**src/rtl/gelu_pkg.sv**
```systemverilog
// gelu_pkg: Q-format defaults, region encoding and saturation helper for the GELU unit
package gelu_pkg;

    localparam int GELU_DATA_WIDTH = 16;
    localparam int GELU_FRAC_BITS  = 10;
    localparam int GELU_ADDR_BITS  = 6;
    localparam int GELU_STEP_SHIFT = 7;
    localparam int GELU_LUT_MIN    = -4096;

    typedef enum logic [1:0] {
        REG_IN   = 2'd0,
        REG_LOW  = 2'd1,
        REG_HIGH = 2'd2
    } region_e;

    // Clamp a wide signed value into the signed range of a w-bit word.
    function automatic logic signed [63:0] sat_s(input logic signed [63:0] v, input int w);
        logic signed [63:0] mx;
        logic signed [63:0] mn;
        mx = (64'sd1 <<< (w - 1)) - 64'sd1;
        mn = -mx - 64'sd1;
        return (v > mx) ? mx : ((v < mn) ? mn : v);
    endfunction

endpackage

```
**src/rtl/gelu_lut_ram.sv**
```systemverilog
// gelu_lut_ram: GELU sample table, one sync write port and two registered read ports (idx, idx+1)
module gelu_lut_ram
    import gelu_pkg::*;
#(
    parameter int DATA_WIDTH = GELU_DATA_WIDTH,
    parameter int ADDR_BITS  = GELU_ADDR_BITS
) (
    input  logic                  clk,
    input  logic                  we,
    input  logic [ADDR_BITS-1:0]  waddr,
    input  logic [DATA_WIDTH-1:0] wdata,
    input  logic                  re,
    input  logic [ADDR_BITS-1:0]  raddr_a,
    input  logic [ADDR_BITS-1:0]  raddr_b,
    output logic [DATA_WIDTH-1:0] rdata_a,
    output logic [DATA_WIDTH-1:0] rdata_b
);

    logic [DATA_WIDTH-1:0] mem [0:(1 << ADDR_BITS)-1];
    logic [DATA_WIDTH-1:0] rd_a_q, rd_a_d;
    logic [DATA_WIDTH-1:0] rd_b_q, rd_b_d;

    // Read registers hold while the pipeline is stalled.
    always_comb begin
        rd_a_d = re ? mem[raddr_a] : rd_a_q;
        rd_b_d = re ? mem[raddr_b] : rd_b_q;
    end

    // Table is never reset; a write lands after same-edge reads, so those see the old value.
    always_ff @(posedge clk) begin
        if (we) mem[waddr] <= wdata;
        rd_a_q <= rd_a_d;
        rd_b_q <= rd_b_d;
    end

    assign rdata_a = rd_a_q;
    assign rdata_b = rd_b_q;

endmodule

```
**src/rtl/gelu_lut_interp.sv**
```systemverilog
// gelu_lut_interp: 3-stage streaming GELU via programmable LUT with linear interpolation.
// Build option GELU_INTERP_ROUND_EN: round the interpolation term to nearest (half up) instead of floor.
module gelu_lut_interp
    import gelu_pkg::*;
#(
    parameter int DATA_WIDTH = GELU_DATA_WIDTH,
    parameter int FRAC_BITS  = GELU_FRAC_BITS,
    parameter int ADDR_BITS  = GELU_ADDR_BITS,
    parameter int STEP_SHIFT = GELU_STEP_SHIFT,
    parameter int LUT_MIN    = GELU_LUT_MIN
) (
    input  logic                  clk,
    input  logic                  rst_n,
    input  logic                  in_valid,
    output logic                  in_ready,
    input  logic [DATA_WIDTH-1:0] in_data,
    output logic                  out_valid,
    input  logic                  out_ready,
    output logic [DATA_WIDTH-1:0] out_data,
    output logic                  out_oor,
    input  logic                  cfg_we,
    input  logic [ADDR_BITS-1:0]  cfg_addr,
    input  logic [DATA_WIDTH-1:0] cfg_data
);

    localparam int N  = 1 << ADDR_BITS;
    localparam int PW = DATA_WIDTH + STEP_SHIFT + 2;
    localparam logic signed [DATA_WIDTH:0] LUT_MIN_W = (DATA_WIDTH + 1)'(LUT_MIN);
    localparam logic signed [DATA_WIDTH:0] SPAN      = (DATA_WIDTH + 1)'((N - 1) << STEP_SHIFT);
`ifdef GELU_INTERP_ROUND_EN
    localparam logic signed [PW-1:0] RND = PW'(1) << (STEP_SHIFT - 1);
`endif

    if (FRAC_BITS >= DATA_WIDTH) begin : g_bad_q
        $error("FRAC_BITS must be below DATA_WIDTH");
    end

    logic                    en;
    logic signed [DATA_WIDTH:0] off;
    region_e                 region_n;

    logic                    s1_valid_q, s1_valid_d;
    logic [DATA_WIDTH-1:0]   s1_x_q, s1_x_d;
    region_e                 s1_reg_q, s1_reg_d;
    logic [ADDR_BITS-1:0]    s1_idx_q, s1_idx_d;
    logic [ADDR_BITS-1:0]    s1_idx_nx;
    logic [STEP_SHIFT-1:0]   s1_frac_q, s1_frac_d;

    logic                    s2_valid_q, s2_valid_d;
    logic [DATA_WIDTH-1:0]   s2_x_q, s2_x_d;
    region_e                 s2_reg_q, s2_reg_d;
    logic [STEP_SHIFT-1:0]   s2_frac_q, s2_frac_d;
    logic [DATA_WIDTH-1:0]   lut_lo, lut_hi;

    logic signed [DATA_WIDTH:0] diff;
    logic signed [PW-1:0]    prod, term, sum;
    logic [DATA_WIDTH-1:0]   y;
    logic                    ld;

    logic                    out_valid_q, out_valid_d;
    logic [DATA_WIDTH-1:0]   out_data_q, out_data_d;
    logic                    out_oor_q, out_oor_d;

    assign en       = ~out_valid_q | out_ready;
    assign in_ready = en;

    // Stage 1: offset from table origin, classify range, split into index and fraction.
    always_comb begin
        off        = (DATA_WIDTH + 1)'($signed(in_data)) - LUT_MIN_W;
        region_n   = (off < 0) ? REG_LOW : ((off >= SPAN) ? REG_HIGH : REG_IN);
        s1_valid_d = en ? in_valid : s1_valid_q;
        s1_x_d     = en ? in_data : s1_x_q;
        s1_reg_d   = en ? region_n : s1_reg_q;
        s1_idx_d   = en ? ((region_n == REG_IN) ? off[STEP_SHIFT +: ADDR_BITS] : '0) : s1_idx_q;
        s1_frac_d  = en ? off[STEP_SHIFT-1:0] : s1_frac_q;
        s1_idx_nx  = s1_idx_q + ADDR_BITS'(1);
    end

    gelu_lut_ram #(
        .DATA_WIDTH (DATA_WIDTH),
        .ADDR_BITS  (ADDR_BITS)
    ) u_ram (
        .clk     (clk),
        .we      (cfg_we),
        .waddr   (cfg_addr),
        .wdata   (cfg_data),
        .re      (en),
        .raddr_a (s1_idx_q),
        .raddr_b (s1_idx_nx),
        .rdata_a (lut_lo),
        .rdata_b (lut_hi)
    );

    // Stage 2: carry sample metadata alongside the registered table reads.
    always_comb begin
        s2_valid_d = en ? s1_valid_q : s2_valid_q;
        s2_x_d     = en ? s1_x_q : s2_x_q;
        s2_reg_d   = en ? s1_reg_q : s2_reg_q;
        s2_frac_d  = en ? s1_frac_q : s2_frac_q;
    end

    // Stage 3: interpolate between neighbours, saturate, or apply the out-of-range policy.
    always_comb begin
        diff = (DATA_WIDTH + 1)'($signed(lut_hi)) - (DATA_WIDTH + 1)'($signed(lut_lo));
        prod = PW'(diff) * PW'($signed({1'b0, s2_frac_q}));
`ifdef GELU_INTERP_ROUND_EN
        term = (prod + RND) >>> STEP_SHIFT;
`else
        term = prod >>> STEP_SHIFT;
`endif
        sum         = PW'($signed(lut_lo)) + term;
        y           = (s2_reg_q == REG_IN) ? DATA_WIDTH'(sat_s(64'(sum), DATA_WIDTH))
                    : ((s2_reg_q == REG_LOW) ? '0 : s2_x_q);
        ld          = en & s2_valid_q;
        out_valid_d = en ? s2_valid_q : out_valid_q;
        out_data_d  = ld ? y : out_data_q;
        out_oor_d   = ld ? (s2_reg_q != REG_IN) : out_oor_q;
    end

    // Pipeline registers; reset empties every stage.
    always_ff @(posedge clk or negedge rst_n) begin
        if (!rst_n) begin
            s1_valid_q  <= 1'b0;
            s1_x_q      <= '0;
            s1_reg_q    <= REG_IN;
            s1_idx_q    <= '0;
            s1_frac_q   <= '0;
            s2_valid_q  <= 1'b0;
            s2_x_q      <= '0;
            s2_reg_q    <= REG_IN;
            s2_frac_q   <= '0;
            out_valid_q <= 1'b0;
            out_data_q  <= '0;
            out_oor_q   <= 1'b0;
        end else begin
            s1_valid_q  <= s1_valid_d;
            s1_x_q      <= s1_x_d;
            s1_reg_q    <= s1_reg_d;
            s1_idx_q    <= s1_idx_d;
            s1_frac_q   <= s1_frac_d;
            s2_valid_q  <= s2_valid_d;
            s2_x_q      <= s2_x_d;
            s2_reg_q    <= s2_reg_d;
            s2_frac_q   <= s2_frac_d;
            out_valid_q <= out_valid_d;
            out_data_q  <= out_data_d;
            out_oor_q   <= out_oor_d;
        end
    end

    assign out_valid = out_valid_q;
    assign out_data  = out_data_q;
    assign out_oor   = out_oor_q;

endmodule

```
**config.mk**
```make
export PLATFORM = sky130hd
export DESIGN_NAME = gelu_lut_interp
export DESIGN_NICKNAME = d
export VERILOG_FILES = /design/src/rtl/gelu_pkg.sv /design/src/rtl/gelu_lut_ram.sv /design/src/rtl/gelu_lut_interp.sv
export SDC_FILE = /design/constraint.sdc
export NUM_CORES = 2
export LEC_CHECK = 0
export BUFFER_PORTS_ARGS = -buffer_cell sky130_fd_sc_hd__buf_2
export CORE_MARGIN = 5
export CORE_UTILIZATION = 45
export CTS_BUF_LIST = sky130_fd_sc_hd__clkbuf_4
export CTS_CLUSTER_SIZE = 16
export DETAILED_ROUTE_END_ITERATION = 16
export HOLD_SLACK_MARGIN = 0.06
export PLACE_DENSITY = 0.57
export SLEW_MARGIN = 30
export SYNTH_ARGS = -nofsm -noshare
export SYNTH_HDL_FRONTEND = slang
export SYNTH_SLANG_ARGS = --single-unit
```
**constraint.sdc**
```tcl
create_clock -name clk -period 11.7 [get_ports clk]
set_input_delay 0.585 -clock clk [delete_from_list [all_inputs] [get_ports clk]]
set_output_delay 0.585 -clock clk [all_outputs]
set_load 0.02 [all_outputs]
```
==> metrics <==
syn_nets=3699; ys flop type=edfxtp_1; CTS Sinks=1118; number of flops mapped to enable cells by yosys=between 1000 and 1500; Residual DRC=0; post-synthesis sequential area ratio=58.2%; wire per inst=30.3 um; Syn Area/Cell=between 15 and 20 um2; Post-synth top cells=edfxtp_1, mux4_2, nand2_1; HP Class=in2reg; Synthesis Warnings=0; normalized max-slew margin=roughly 25%; Setup violations, final=0; GRT overflow=0; r2r endpoint=out_data[7]$_DFFE_PN0P_; Fin Hold WS=approximately 250 ps; Worst-Margin Slew=1090 ps; post-detail-place hpwl=between 100000 and 150000 um; DRT Wirelength=171000 um; routed vias/inst=between 6 and 7; share of post-route cells with drive strength above 1=a little under a third; Die Footprint=134000 um2; Finished Cell Area=64200 um2; die height=366 um; synth-to-layout area growth=12.4%; area share of the leading cell type in the synthesized netlist=a little under three fifths; share of synthesized registers carrying an async set or reset=roughly 5.5%; Nets=4005; max-cap violation count=0; top cells by area, synth=edfxtp_1, mux4_2, mux2i_1; Resize count post-CTS=0; Port Buf Inserts=61; cts hold-fix bufs=64; row count=130; clk buf depth=4; wire length of the first global-routing pass=~250000 um; max incr delay on CP=730 ps; Distinct cells, synth=69; status=finished clean; Area after DPL=approximately 60000 um2; Num CTS Buffers=315; R2R depth=33; fillcell total=between 10000 and 15000; hold path startpoint=cfg_addr[5]; Placeable Area=126000 um2; CTS tree=done; Initial Utilization=45.4%; endpoints failing hold=0; worst path required time=12740 ps; Clk Latency, worst-skew pair=1240 ps; IO Pins=62; gr usage total=25.4%; WHS Endpoint=u_ram.mem[36][12]$_DFFE_PP_; Fin Setup TNS=0 ps; post-synth top area cell=edfxtp_1; RR Startpoint=u_ram.rdata_a[0]$_DFFE_PN_; most common cell in the netlist=edfxtp_1; H-tree Lvls=5; most frequent CP cell=fa_1; critical path peak fanout=13; Slew Viols, Final=0; RSZ-0062 raised after global routing=no; Max stage delay cell, worst path=o41ai_1; vias in the first global route=37000; largest net degree at the start of global routing=138; routed vias=approximately 35000; Startpoint Class=register; Worst Path Arrival=about 11000 ps; Die X=366 um; Worst Setup End Kind=register; Worst Hold Path Cells=3; final non-filler cell total=5648; clock slew seen by the registers of the worst setup and hold paths=60 ps; synthesized area=between 50000 and 60000 um2; Final ANT Viol Nets=0; initial antenna violation count=18; Synth Register Bits=approximately 1100; Critical path origin=u_ram.rdata_a[0]$_DFFE_PN_; synthesized instance count=3479; crit path time final=10350 ps; drt pass-1 iters=6; CP Class=reg2reg; clock root cell=clkbuf_4; fin crit share=between 80% and 90%; Fmax=96.6 MHz; number of DRC markers in iteration 0=3896; GP Congestion=~0.89; Final Skew=103 ps; Cells after DPL=5051; # Post-CTS Setup Buffers=0; FF-to-FF setup slack=~1300 ps
## cell usage in the layout (no fill, tap or decap), drive strengths merged, types with 62 or more instances in the layout
master       synthesis  layout
edfxtp            1056    1056
mux4               480     480
clkbuf             165     436
nand2              225     225
mux2i              197     197
a21oi              159     159
buf                 61     151
inv                140     149
nor2               111     111
o21ai               99      99
fa                  92      92
ha                  85      85
and2                78      78
clkinv               0      71
mux2                66      66
o22ai               66      66
o221ai              64      64
dlygate4sd3          0      64
dfrtp               62      62
## final cells by class
cell class / instances / area [um2] / area share (%)
sequential: 1118 / 33300 / 51.8
multi-input combinational: 1995 / 22900 / 35.6
clock buffer: 436 / 3270 / 5.10
tap: 1650 / 2060 / 3.22
timing repair buffer: 215 / 1750 / 2.73
inverter: 140 / 526 / 0.818
clock inverter: 84 / 433 / 0.674
antenna: 10 / 25.0 / 0.0390
## metal layers
metal	routed length, um	GRT usage (%)	up-vias
li1	-	-	14800
met1	66800	33.5	18600
met2	84700	42.0	1697
met3	13200	4.58	334
met4	6390	10.3	6
met5	45	0	-
## flip-flops by register name, indices dropped and copies added (netlist names), 2 cells and up
name and count:
s1_x_q 16, u_ram.rdata_b 16, s1_idx_q 6, s1_reg_q 2, s2_reg_q 2, u_ram.mem 1024
out_data 16, s2_x_q 16, u_ram.rdata_a 16
## worst max-delay path: cells and delay by family, from the launching register on
kind / cells / cell delay (ps)
simple gates: 6 / 1760
xor+xnor: 2 / 690
flops: 1 / 400
buf+inv: 2 / 90
compound gates: 15 / 4090
fa+ha+maj: 8 / 3180
## metrics by stage
stage	worst slack (ps)	util, %
3_3_place_gp	1640	47.4
3_5_place_dp	1410	47.4
5_1_grt	723	51.0
4_1_cts	1390	50.9
6_report	1350	51.0
2_1_floorplan	2860	-
## worst max path at each step
stage / end / cells past startpoint / slack, ps
finish: out_data[7]$_DFFE_PN0P_ / 33 / 1350
global route: out_data[4]$_DFFE_PN0P_ / 33 / 720
CTS: out_data[7]$_DFFE_PN0P_ / 33 / 1390
detailed placement: out_data[13]$_DFFE_PN0P_ / 33 / 1410
global placement: out_data[5]$_DFFE_PN0P_ / 33 / 1640
floorplan: out_data[11]$_DFFE_PN0P_ / 35 / 2860
## cell families after synthesis
group	share of synthesized area, %
fa+ha+maj	5.08
simple gates	4.56
xor+xnor	0.613
mux	23.7
buf+inv	2.46
compound gates	5.41
flops	58.2
Power is left out: the tool's default activity adds up to more than one toggle a clock period on the data nets, which glitch-free logic cannot reach.
